**src/rtl/ram_loader_pkg.sv**
```systemverilog
// Shared definitions for the RAM bulk loader/dumper: FSM state encoding and default widths.
package ram_loader_pkg;

  localparam int DEF_ADDR_W = 4;
  localparam int DEF_DATA_W = 8;

  typedef enum logic [2:0] {
    ST_IDLE    = 3'd0,
    ST_LD_WAIT = 3'd1,
    ST_LD_WR   = 3'd2,
    ST_DP_RD   = 3'd3,
    ST_DP_CAP  = 3'd4,
    ST_DP_OUT  = 3'd5,
    ST_FIN     = 3'd6
  } state_e;

endpackage

```
**src/rtl/ram_loader.sv**
```systemverilog
// Bus-side initiator that streams a byte image into the RAM and dumps it back out,
// holding RAM ownership away from the CPU for the whole operation.
module ram_loader
  import ram_loader_pkg::*;
#(
  parameter int ADDR_W   = DEF_ADDR_W,
  parameter int DATA_W   = DEF_DATA_W,
  parameter int READ_LAT = 1
) (
  input  logic              clk_i,
  input  logic              rst_ni,
  input  logic              start_load_i,
  input  logic              start_dump_i,
  input  logic              abort_i,
  input  logic [DATA_W-1:0] in_data_i,
  input  logic              in_valid_i,
  output logic              in_ready_o,
  output logic [DATA_W-1:0] out_data_o,
  output logic              out_valid_o,
  input  logic              out_ready_i,
  output logic [ADDR_W-1:0] ram_addr_o,
  output logic [DATA_W-1:0] ram_din_o,
  output logic              ram_ri_o,
  input  logic [DATA_W-1:0] ram_dout_i,
  output logic              hold_o,
  output logic              busy_o,
  output logic              done_o
);

  localparam int                LAT_W    = (READ_LAT > 1) ? $clog2(READ_LAT) : 1;
  localparam logic [LAT_W-1:0]  LAT_INIT = LAT_W'(READ_LAT - 1);
  localparam logic [ADDR_W-1:0] LAST     = {ADDR_W{1'b1}};

  state_e            state_q, state_d;
  logic [ADDR_W-1:0] addr_q, addr_d;
  logic [DATA_W-1:0] din_q, din_d;
  logic [DATA_W-1:0] out_data_q, out_data_d;
  logic [LAT_W-1:0]  lat_q, lat_d;
  logic              in_ready_q, out_valid_q, ram_ri_q, busy_q, done_q;

  always_comb begin
    state_d    = state_q;
    addr_d     = addr_q;
    din_d      = din_q;
    out_data_d = out_data_q;
    lat_d      = lat_q;
    unique case (state_q)
      ST_IDLE: begin
        if (start_load_i) begin
          state_d = ST_LD_WAIT;
          addr_d  = '0;
        end else if (start_dump_i) begin
          state_d = ST_DP_RD;
          addr_d  = '0;
          lat_d   = LAT_INIT;
        end
      end
      ST_LD_WAIT: begin
        if (in_valid_i) begin
          din_d   = in_data_i;
          state_d = ST_LD_WR;
        end
      end
      // Terminal address is tested before incrementing so the counter never wraps.
      ST_LD_WR: begin
        if (addr_q == LAST) begin
          state_d = ST_FIN;
        end else begin
          addr_d  = addr_q + 1'b1;
          state_d = ST_LD_WAIT;
        end
      end
      ST_DP_RD: begin
        if (lat_q == '0) state_d = ST_DP_CAP;
        else             lat_d   = lat_q - 1'b1;
      end
      ST_DP_CAP: begin
        out_data_d = ram_dout_i;
        state_d    = ST_DP_OUT;
      end
      ST_DP_OUT: begin
        if (out_ready_i) begin
          if (addr_q == LAST) begin
            state_d = ST_FIN;
          end else begin
            addr_d  = addr_q + 1'b1;
            lat_d   = LAT_INIT;
            state_d = ST_DP_RD;
          end
        end
      end
      ST_FIN:  state_d = ST_IDLE;
      default: state_d = ST_IDLE;
    endcase
    // A write already presented in LD_WR still lands on this edge; abort only stops what follows.
    if (abort_i && (state_q != ST_IDLE)) state_d = ST_IDLE;
  end

  always_ff @(posedge clk_i or negedge rst_ni) begin
    if (!rst_ni) begin
      state_q     <= ST_IDLE;
      addr_q      <= '0;
      din_q       <= '0;
      out_data_q  <= '0;
      lat_q       <= '0;
      in_ready_q  <= 1'b0;
      out_valid_q <= 1'b0;
      ram_ri_q    <= 1'b0;
      busy_q      <= 1'b0;
      done_q      <= 1'b0;
    end else begin
      state_q     <= state_d;
      addr_q      <= addr_d;
      din_q       <= din_d;
      out_data_q  <= out_data_d;
      lat_q       <= lat_d;
      in_ready_q  <= (state_d == ST_LD_WAIT);
      out_valid_q <= (state_d == ST_DP_OUT);
      ram_ri_q    <= (state_d == ST_LD_WR);
      busy_q      <= (state_d != ST_IDLE);
      done_q      <= (state_d == ST_FIN);
    end
  end

  assign in_ready_o  = in_ready_q;
  assign out_valid_o = out_valid_q;
  assign out_data_o  = out_data_q;
  assign ram_addr_o  = addr_q;
  assign ram_din_o   = din_q;
  assign ram_ri_o    = ram_ri_q;
  assign busy_o      = busy_q;
  assign hold_o      = busy_q;
  assign done_o      = done_q;

endmodule

```
**config.mk**
```make
export PLATFORM = sky130hd
export DESIGN_NAME = ram_loader
export DESIGN_NICKNAME = d
export VERILOG_FILES = /design/src/rtl/ram_loader_pkg.sv /design/src/rtl/ram_loader.sv
export SDC_FILE = /design/constraint.sdc
export NUM_CORES = 1
export LEC_CHECK = 0
export CORE_ASPECT_RATIO = 2
export CORE_MARGIN = 4
export CORE_UTILIZATION = 38
export DETAILED_ROUTE_END_ITERATION = 12
export GPL_TIMING_DRIVEN = 0
export HOLD_SLACK_MARGIN = 0.06
export PLACE_DENSITY = 0.72
export SLEW_MARGIN = 30
export SYNTH_ARGS = -nofsm -noshare
export SYNTH_HDL_FRONTEND = slang
export SYNTH_SLANG_ARGS = --single-unit
```
**constraint.sdc**
```tcl
create_clock -name clk_i -period 2.1 [get_ports clk_i]
set_input_delay 0.315 -clock clk_i [delete_from_list [all_inputs] [get_ports clk_i]]
set_output_delay 0.315 -clock clk_i [all_outputs]
set_load 0.01 [all_outputs]
```
== Word-level counts from Yosys, hierarchy flattened ==
Index checks and enable logic that the tools add are counted.
Storage, ports and cells
  register bits after elaboration: 29
  latch bits: 0
  memory bits (writable): 0
  bits in read-only memories: 0
  bits of input ports: 23
  word-level logic and storage cells: 56
  memories: 0
Operators by class
  add/sub/neg operators: 2
  multipliers: 0
  div/mod/pow operators: 0
  $lt $le $gt $ge: 0
  equality and inequality tests: 15
  shifts and indexed selects: 0
  muxes and demuxes: 20
  bitwise operators: 0
  reduce and logical (&&, ||, !) cells: 9
Operators by type and width (count)
  3-bit 2-to-1 mux: 8
  3-bit case mux with 6 select lines: 1
  4-bit 2-to-1 mux: 4
  3-bit == test, second input constant: 4
  4-bit case mux with 3 select lines: 1
  3-bit nonzero test: 4
  3-bit by 2-bit == test with 1-bit output, second input constant: 3
  2-bit inequality test, second input constant: 4
  3-bit by 1-bit == test with 1-bit output, second input constant: 2
  1-bit 2-to-1 mux: 5
  5-bit AND reduction: 1
  4-bit by 1-bit adder with 4-bit output, second input constant: 1
  4-bit == test, second input constant: 1
  3-bit logical NOT: 1
  3-bit inequality test, second input constant: 1
  1-bit case mux with 3 select lines: 1
  3-bit AND reduction: 1
  2-bit AND reduction: 1
  1-bit logical AND: 1
  1-bit subtractor, second input constant: 1

== Longest topological paths before layout ==
Gate-level depths: netlist of the first run.
  word-level depth: 6
  mapped depth: 5
  gate-level depth less buffers: 5

== Least setup slack after synthesis of the first run ==
No wires, ideal clock.
  path type: flip-flop to flip-flop
  from: register addr_q[0] (netlist: ram_addr_o[0])
  to: register ram_ri_q (netlist: ram_ri_o)
  library setup time: 67 ps
  arrival time: 1527 ps
  required time: 2033 ps
  slack: 506 ps
  cell stages (with the launch flop): 6
  buffers on the path: 0
  clock period less this slack: 1594 ps
  cells stage by stage: dfrtp_1 ha_1 nand3_1 o21a_4 o41ai_4 and3_1
On the way
  word-level cells in the longest chain between the ends: 6
  elaborated cells between the ends (all ways): 7
  classes of those cells: 2 x eq/ne; 5 x mux
Ends and longest elaborated chain
  from (decl): RTL line ram_loader.sv:35  | logic [ADDR_W-1:0] addr_q, addr_d;
  from (signal assigned): RTL line ram_loader.sv:113  | addr_q <= addr_d;
  4-bit == test (*): RTL line ram_loader.sv:66, ram_loader.sv:83
  3-bit 2-to-1 mux: RTL line ram_loader.sv:83  | if (addr_q == LAST) begin
  3-bit 2-to-1 mux: RTL line ram_loader.sv:82  | if (out_ready_i) begin
  3-bit case mux with 6 select lines (*): RTL line ram_loader.sv:47  | unique case (state_q)
  3-bit 2-to-1 mux (*): RTL line ram_loader.sv:96  | if (abort_i && (state_q != ST_IDLE)) state_d = ST_IDLE;
  3-bit by 2-bit == test with 1-bit output (*): RTL line ram_loader.sv:119  | ram_ri_q <= (state_d == ST_LD_WR);
  to (signal assigned): RTL line ram_loader.sv:119
  to (decl): RTL line ram_loader.sv:39  | logic in_ready_q, out_valid_q, ram_ri_q, busy_q, done_q;
Every way passes the cells marked *; elsewhere a longest branch is shown, timed or not.
A chain may end at the register's enable or synchronous reset.

== Final worst setup path of the first run ==
Same ends and word-level chain as after synthesis.

==> results.sh, run 1 <==
export IMPL_portBuffers=48
export IMPL_antenna_found_initial=0
export IMPL_arrival_ns=1.99
export IMPL_wirelength_um=2930
export IMPL_grt_max_degree=29
export IMPL_gr_total_overflow=0
export IMPL_clock_path_buffers=2
export IMPL_grt_pass1_vias=1050
export IMPL_ys_warn_count=0
export IMPL_hold_path_class="in2async"
export IMPL_drt_iter0_markers=18
export IMPL_cts_root_buffer="clkbuf_8"
export IMPL_power_w=0.00258
export IMPL_grt_util_all_layers_pct=14.4
export IMPL_critPathLaunchType="register"
export IMPL_worst_pin_slew_ns=0.607
export IMPL_tns_ns=0
export IMPL_cts_resized_gates=0
export IMPL_cts_num_sinks=28
export IMPL_synth_top_cell_area_share_pct=55.0
export IMPL_hold_buffers=0
export IMPL_yosys_area_top_type="dfrtp_1"
export IMPL_syn_inst=97
export IMPL_critPathKind="reg2reg"
export IMPL_die_w_um=49.0
export IMPL_chipHeight_um=89.9
export IMPL_synth_nets=121
export IMPL_ir_drop_mv=0.810
export IMPL_slowest_delay_ns=0.45
export IMPL_slew_headroom_pct=59.6
export IMPL_final_common_cell="clkdlybuf4s50_1"
export IMPL_fillCellCount=283
export IMPL_place_area_um2=1790
export IMPL_hold_viol_final=0
export IMPL_grt_pass1_wl_um=5020
export IMPL_synth_area_top_cells="dfrtp_1 55%, mux2_2 15%, o41ai_4 2.2%, nor2_1 1.8%, nor3b_4 1.5%"
export IMPL_period_needed_ns=1.78
export IMPL_diodes=0
export IMPL_finalSetupViolCount=0
export IMPL_cts_made_buffers=3
export IMPL_nets=174
export IMPL_p_leak_nw=0.807
export IMPL_path_clk_slew_ns=0.10
export IMPL_internal_power_w=0.00176
export IMPL_post_route_period_util_pct=84.9
export IMPL_required_ns=2.31
export IMPL_place_hpwl_um=2300
export IMPL_drt_pass1_iterations=4
export IMPL_num_rows=29
export IMPL_p_comb_share_pct=49.4
export IMPL_maxSlewViolCount=0
export IMPL_dieArea_um2=4400
export IMPL_area_delta_synth_final_pct=45.9
export IMPL_drtAntennaViolNets=0
export IMPL_start_util_pct=39.9
export IMPL_final_cell_mix="47 x clkdlybuf4s50_1, 28 x dfrtp_1, 17 x mux2_2"
export IMPL_outcome="complete, no violations"
export IMPL_core_um2=3190
export IMPL_ys_flop_type="dfrtp_1"
export IMPL_cts_max_level=1
export IMPL_cts_tree="built"
export IMPL_slowest_stage="o41ai_4"
export IMPL_postLayoutCellArea_um2=1860
export IMPL_ys_types=37
export IMPL_ios=49
export IMPL_grt_setup_unrepaired="false"
export IMPL_pwr_share_seq_pct=34.3
export IMPL_gp_congestion=0.740
export IMPL_routedWlPerCell_um=16.3
export IMPL_end_kind="register"
export IMPL_via_per_inst=5.41
export IMPL_final_layout_size_suffix_gt1_share_pct=22.1
export IMPL_synth_edff_count=0
export IMPL_cp_max_fo=5
export IMPL_postCtsSetupRepairBufs=0
export IMPL_path_cells="ha_1 -> nand3_1 -> o21a_4 -> o41ai_4 -> and3_1"
export IMPL_clock_fmax_ghz=0.561
export IMPL_p_per_area_nw_per_um2=1390
export IMPL_async_reset_ff_share_pct=100
export IMPL_p_clk_share_pct=16.3
export IMPL_seq_area_um2=701
export IMPL_p_sw_w=0.000816
export IMPL_avgSynthCellArea_um2=13.1
export IMPL_max_cap_viol_count=0
export IMPL_drc_errors=0
export IMPL_vias=974
export IMPL_yosys_register_bits=28
export IMPL_worstSkewPairLatency_ns=0.27
export IMPL_switching_share_pct=31.7
export IMPL_seq_area_frac_synth_pct=55.0
export IMPL_finClkSkew_ns=0.00773
export IMPL_multiInputGateArea_um2=534
export IMPL_synth_area_um2=1270
## kinds of logic after synthesis
family,count (synthesis),synth area share (%)
flops,28,55.0
simple gates,25,13.1
mux,18,15.8
compound gates,15,10.7
buf+inv,8,3.14
xor+xnor,2,1.37
fa+ha+maj,1,0.981
## per-layer routing
layer | share of wire [%] | GRT usage, %
met1 | 33 | 15.0
met4 | 1.5 | 5.39
met5 | 0 | 0
met3 | 5.5 | 2.65
met2 | 60 | 27.0
## worst max-delay path: cells and delay by family (launching register included)
| family | cells | cell delay, ns |
|---|---|---|
| AO/OA/AOI/OAI | 2 | 0.65 |
| flip-flops | 1 | 0.43 |
| AND/OR/NAND/NOR | 2 | 0.42 |
| adder cells (fa/ha/maj) | 1 | 0.22 |
## final timing paths
kind,startpoint,to,slack [ns],cells past startpoint
setup / recovery,ram_addr_o[0],ram_ri_o,0.32,5
hold / removal,rst_ni,ram_din_o[4],0.04,1
setup reg to reg,ram_addr_o[0],ram_ri_o,0.32,5
hold reg to reg,ram_din_o[7],ram_din_o[7],0.51,1
max in group asynchronous,rst_ni,in_ready_o,1.66,1
min in group clk_i,ram_din_o[7],ram_din_o[7],0.51,1
## registers in the layout, summed over array words and instances, names as in the netlist
name	flops
in_ready_o	1
ram_din_o	8
out_data_o	8
busy_o	1
state_q	3
done_o	1
out_valid_o	1
ram_addr_o	4
ram_ri_o	1
## synth_stat cells (2+ instances only)
| cell | n |
|---|---|
| mux2_2 | 17 |
| buf_2 | 2 |
| inv_1 | 4 |
| a21oi_1 | 2 |
| nand2b_1 | 2 |
| buf_4 | 2 |
| and3_1 | 2 |
| nor2_1 | 6 |
| o211ai_1 | 2 |
| xor2_1 | 2 |
| dfrtp_1 | 28 |
| nor3_1 | 3 |
## power by group through the flow
stage | combinational, W | sequential, W | clock [W]
floorplan | 0.000600 | 0.000980 | 0
global placement | 0.00126 | 0.000885 | 0
detailed placement | 0.00129 | 0.000900 | 0
CTS | 0.00129 | 0.000890 | 0.000428
global route | 0.00137 | 0.000918 | 0.000450
finish | 0.00127 | 0.000885 | 0.000419
## metrics by stage
stage          setup slack [ns]  hold slack (ns)  utilization [%]  instances
6_report                  0.317           0.0353             58.3        180
5_1_grt                   0.182           0.0756             58.3        180
4_1_cts                   0.308           0.0616             58.3        180
3_5_place_dp              0.116            0.362             56.0        176
3_3_place_gp              0.130            0.489             56.2        176
2_1_floorplan             0.506           0.0194                -         97
## layout make-up
cell class	instances	area share (%)
well taps	31	2.08
plain buffers	4	1.34
clock buffers	3	2.22
repair buffers	48	25.6
flip-flops and latches	28	37.7
multi-input cells	61	28.7
inverters	4	0.807
clock inverters	1	1.61
No activity file was read; power rests on OpenSTA's default activity.
==> inputs of run 2 (changes only) <==
==> constraint.sdc (replaced) <==
create_clock -name clk_i -period 1.8 [get_ports clk_i]
set_input_delay 0.27 -clock clk_i [delete_from_list [all_inputs] [get_ports clk_i]]
set_output_delay 0.27 -clock clk_i [all_outputs]
set_load 0.01 [all_outputs]
==> run 2 against run 1 <==
Effect of this change:
- clock power is 16% higher
- setup slack worse by 0.26 ns
- non-clock buffer count is 2 higher
- global-route usage hardly changed
- combinational power is 21% higher
- routed wire length is 2.8% higher
- sequential power is 18% higher
- final area is 2.5% higher
- critical endpoint is now ram_din_o[7]
- largest power group unchanged
==> results.sh, run 2 (synthesis gave the netlist of run 1 again) <==
export IMPL_path_clk_slew_ns=0.09
export IMPL_finalSetupViolCount=0
export IMPL_final_common_cell="clkdlybuf4s50_1"
export IMPL_grt_pass1_wl_um=5030
export IMPL_arrival_ns=1.90
export IMPL_dieArea_um2=4400
export IMPL_nets=176
export IMPL_met2_usage_pct=27.0
export IMPL_drc_errors=0
export IMPL_critPathLaunchType="register"
export IMPL_gr_usage_met3_pct=2.65
export IMPL_multiInputGateArea_um2=551
export IMPL_core_um2=3190
export IMPL_ir_drop_mv=0.910
export IMPL_area_delta_synth_final_pct=49.6
export IMPL_drt_iter0_markers=4
export IMPL_final_cell_mix="47 x clkdlybuf4s50_1, 28 x dfrtp_1, 17 x mux2_2"
export IMPL_worstSkewPairLatency_ns=0.27
export IMPL_vias=983
export IMPL_post_route_period_util_pct=97.0
export IMPL_worst_pin_slew_ns=0.609
export IMPL_num_rows=29
export IMPL_hold_path_class="reg2reg"
export IMPL_diodes=0
export IMPL_drt_pass1_iterations=4
export IMPL_finClkSkew_ns=0.00443
export IMPL_hold_viol_final=0
export IMPL_cts_max_level=1
export IMPL_slew_headroom_pct=59.4
export IMPL_cts_tree="built"
export IMPL_maxSlewViolCount=0
export IMPL_power_w=0.00307
export IMPL_routedWlPerCell_um=16.6
export IMPL_die_w_um=49.0
export IMPL_via_per_inst=5.40
export IMPL_gp_congestion=0.740
export IMPL_outcome="complete, no violations"
export IMPL_antenna_found_initial=0
export IMPL_dp_cells=176
export IMPL_start_util_pct=39.9
export IMPL_end_kind="register"
export IMPL_period_needed_ns=1.75
export IMPL_p_comb_share_pct=50.4
export IMPL_p_leak_nw=0.819
export IMPL_setup_slack_ns=0.0539
export IMPL_switching_share_pct=31.8
export IMPL_place_hpwl_um=2300
export IMPL_internal_power_w=0.00209
export IMPL_clock_fmax_ghz=0.573
export IMPL_chipHeight_um=89.9
export IMPL_drtAntennaViolNets=0
export IMPL_ios=49
export IMPL_top_usage_layer="met2"
export IMPL_max_cap_viol_count=0
export IMPL_grt_pass1_vias=1053
export IMPL_p_clk_share_pct=15.8
export IMPL_portBuffers=48
export IMPL_dp_worst_setup_slack_ns=-0.139
export IMPL_p_per_area_nw_per_um2=1610
export IMPL_holdWs_ns=0.511
export IMPL_cp_max_fo=10
export IMPL_gr_total_overflow=0
export IMPL_seq_area_um2=701
export IMPL_cts_num_sinks=28
export IMPL_fin_cells=182
export IMPL_pwr_share_seq_pct=33.8
export IMPL_final_layout_size_suffix_gt1_share_pct=23.2
export IMPL_use_met1_pct=15.1
export IMPL_wirelength_um=3020
export IMPL_grt_max_degree=29
export IMPL_grt_util_all_layers_pct=14.4
export IMPL_cts_made_buffers=3
export IMPL_required_ns=1.96
export IMPL_critPathKind="reg2reg"
export IMPL_clock_path_buffers=2
export IMPL_fillCellCount=277
export IMPL_p_sw_w=0.000974
export IMPL_postLayoutCellArea_um2=1910
export IMPL_cts_root_buffer="clkbuf_8"
export IMPL_place_area_um2=1790
[run 2: power by group through the flow]
stage	sequential, W	clock, W	combinational, W
floorplan	0.00114	0	0.000700
global placement	0.00103	0	0.00147
detailed placement	0.00105	0	0.00150
CTS	0.00104	0.000499	0.00151
global route	0.00108	0.000525	0.00166
finish	0.00104	0.000484	0.00154
[run 2: through the flow]
stage / TNS, ns / util, %
after global routing: -0.157 / 59.7
after CTS: 0 / 58.6
after detailed placement: -0.654 / 56.0
after floorplan: 0 / -
final: 0 / 59.7
after global placement: -0.532 / 56.2
[run 2: layout make-up]
type | count | share of cell area (%)
clock inverter | 1 | 1.57
tap | 31 | 2.03
multi-input combinational | 61 | 28.9
clock buffer | 3 | 2.17
buffer | 4 | 1.31
timing repair buffer | 50 | 26.5
inverter | 4 | 0.787
sequential | 28 | 36.7
[run 2: final timing paths]
check,start,endpoint,slack (ns),cells after the start
setup reg to reg,state_q[0],ram_din_o[7],0.05,5
hold reg to reg,ram_din_o[7],ram_din_o[7],0.51,1
min in group asynchronous,rst_ni,ram_din_o[4],0.54,2
setup / recovery,state_q[0],ram_din_o[7],0.05,5
max in group asynchronous,rst_ni,out_valid_o,0.86,2
hold / removal,ram_din_o[7],ram_din_o[7],0.51,1
[run 2: metal layers]
metal	share of wire, %	up-vias
met5	0	-
met4	1.4	0
met3	5.0	4
met2	61	40
met1	33	485
li1	-	454
[run 2: timing repair]
action,4_1_cts,5_1_grt
hold endpoints to repair,28,0
resized for setup,0,3
hold buffers,1,0
setup buffers,0,1
setup endpoints to repair,0,16
[run 2: worst max-delay path, stage by stage, from the launching register on]
cell,delay (ns)
dfrtp_1,0.47
buf_2,0.28
nand2b_1,0.15
nor3b_4,0.25
buf_12,0.15
mux2_2,0.32
==> inputs of run 3 (changes only) <==
--- a/config.mk
+++ b/config.mk
@@ -8,7 +8,9 @@
 export CORE_ASPECT_RATIO = 2
 export CORE_MARGIN = 4
 export CORE_UTILIZATION = 38
+export CTS_CLUSTER_DIAMETER = 200
 export DETAILED_ROUTE_END_ITERATION = 12
+export GPL_ROUTABILITY_DRIVEN = 0
 export GPL_TIMING_DRIVEN = 0
 export HOLD_SLACK_MARGIN = 0.06
 export PLACE_DENSITY = 0.72
==> results of run 3 <==
Same layout as run 2: the final DEF is identical, and so are final timing and power.
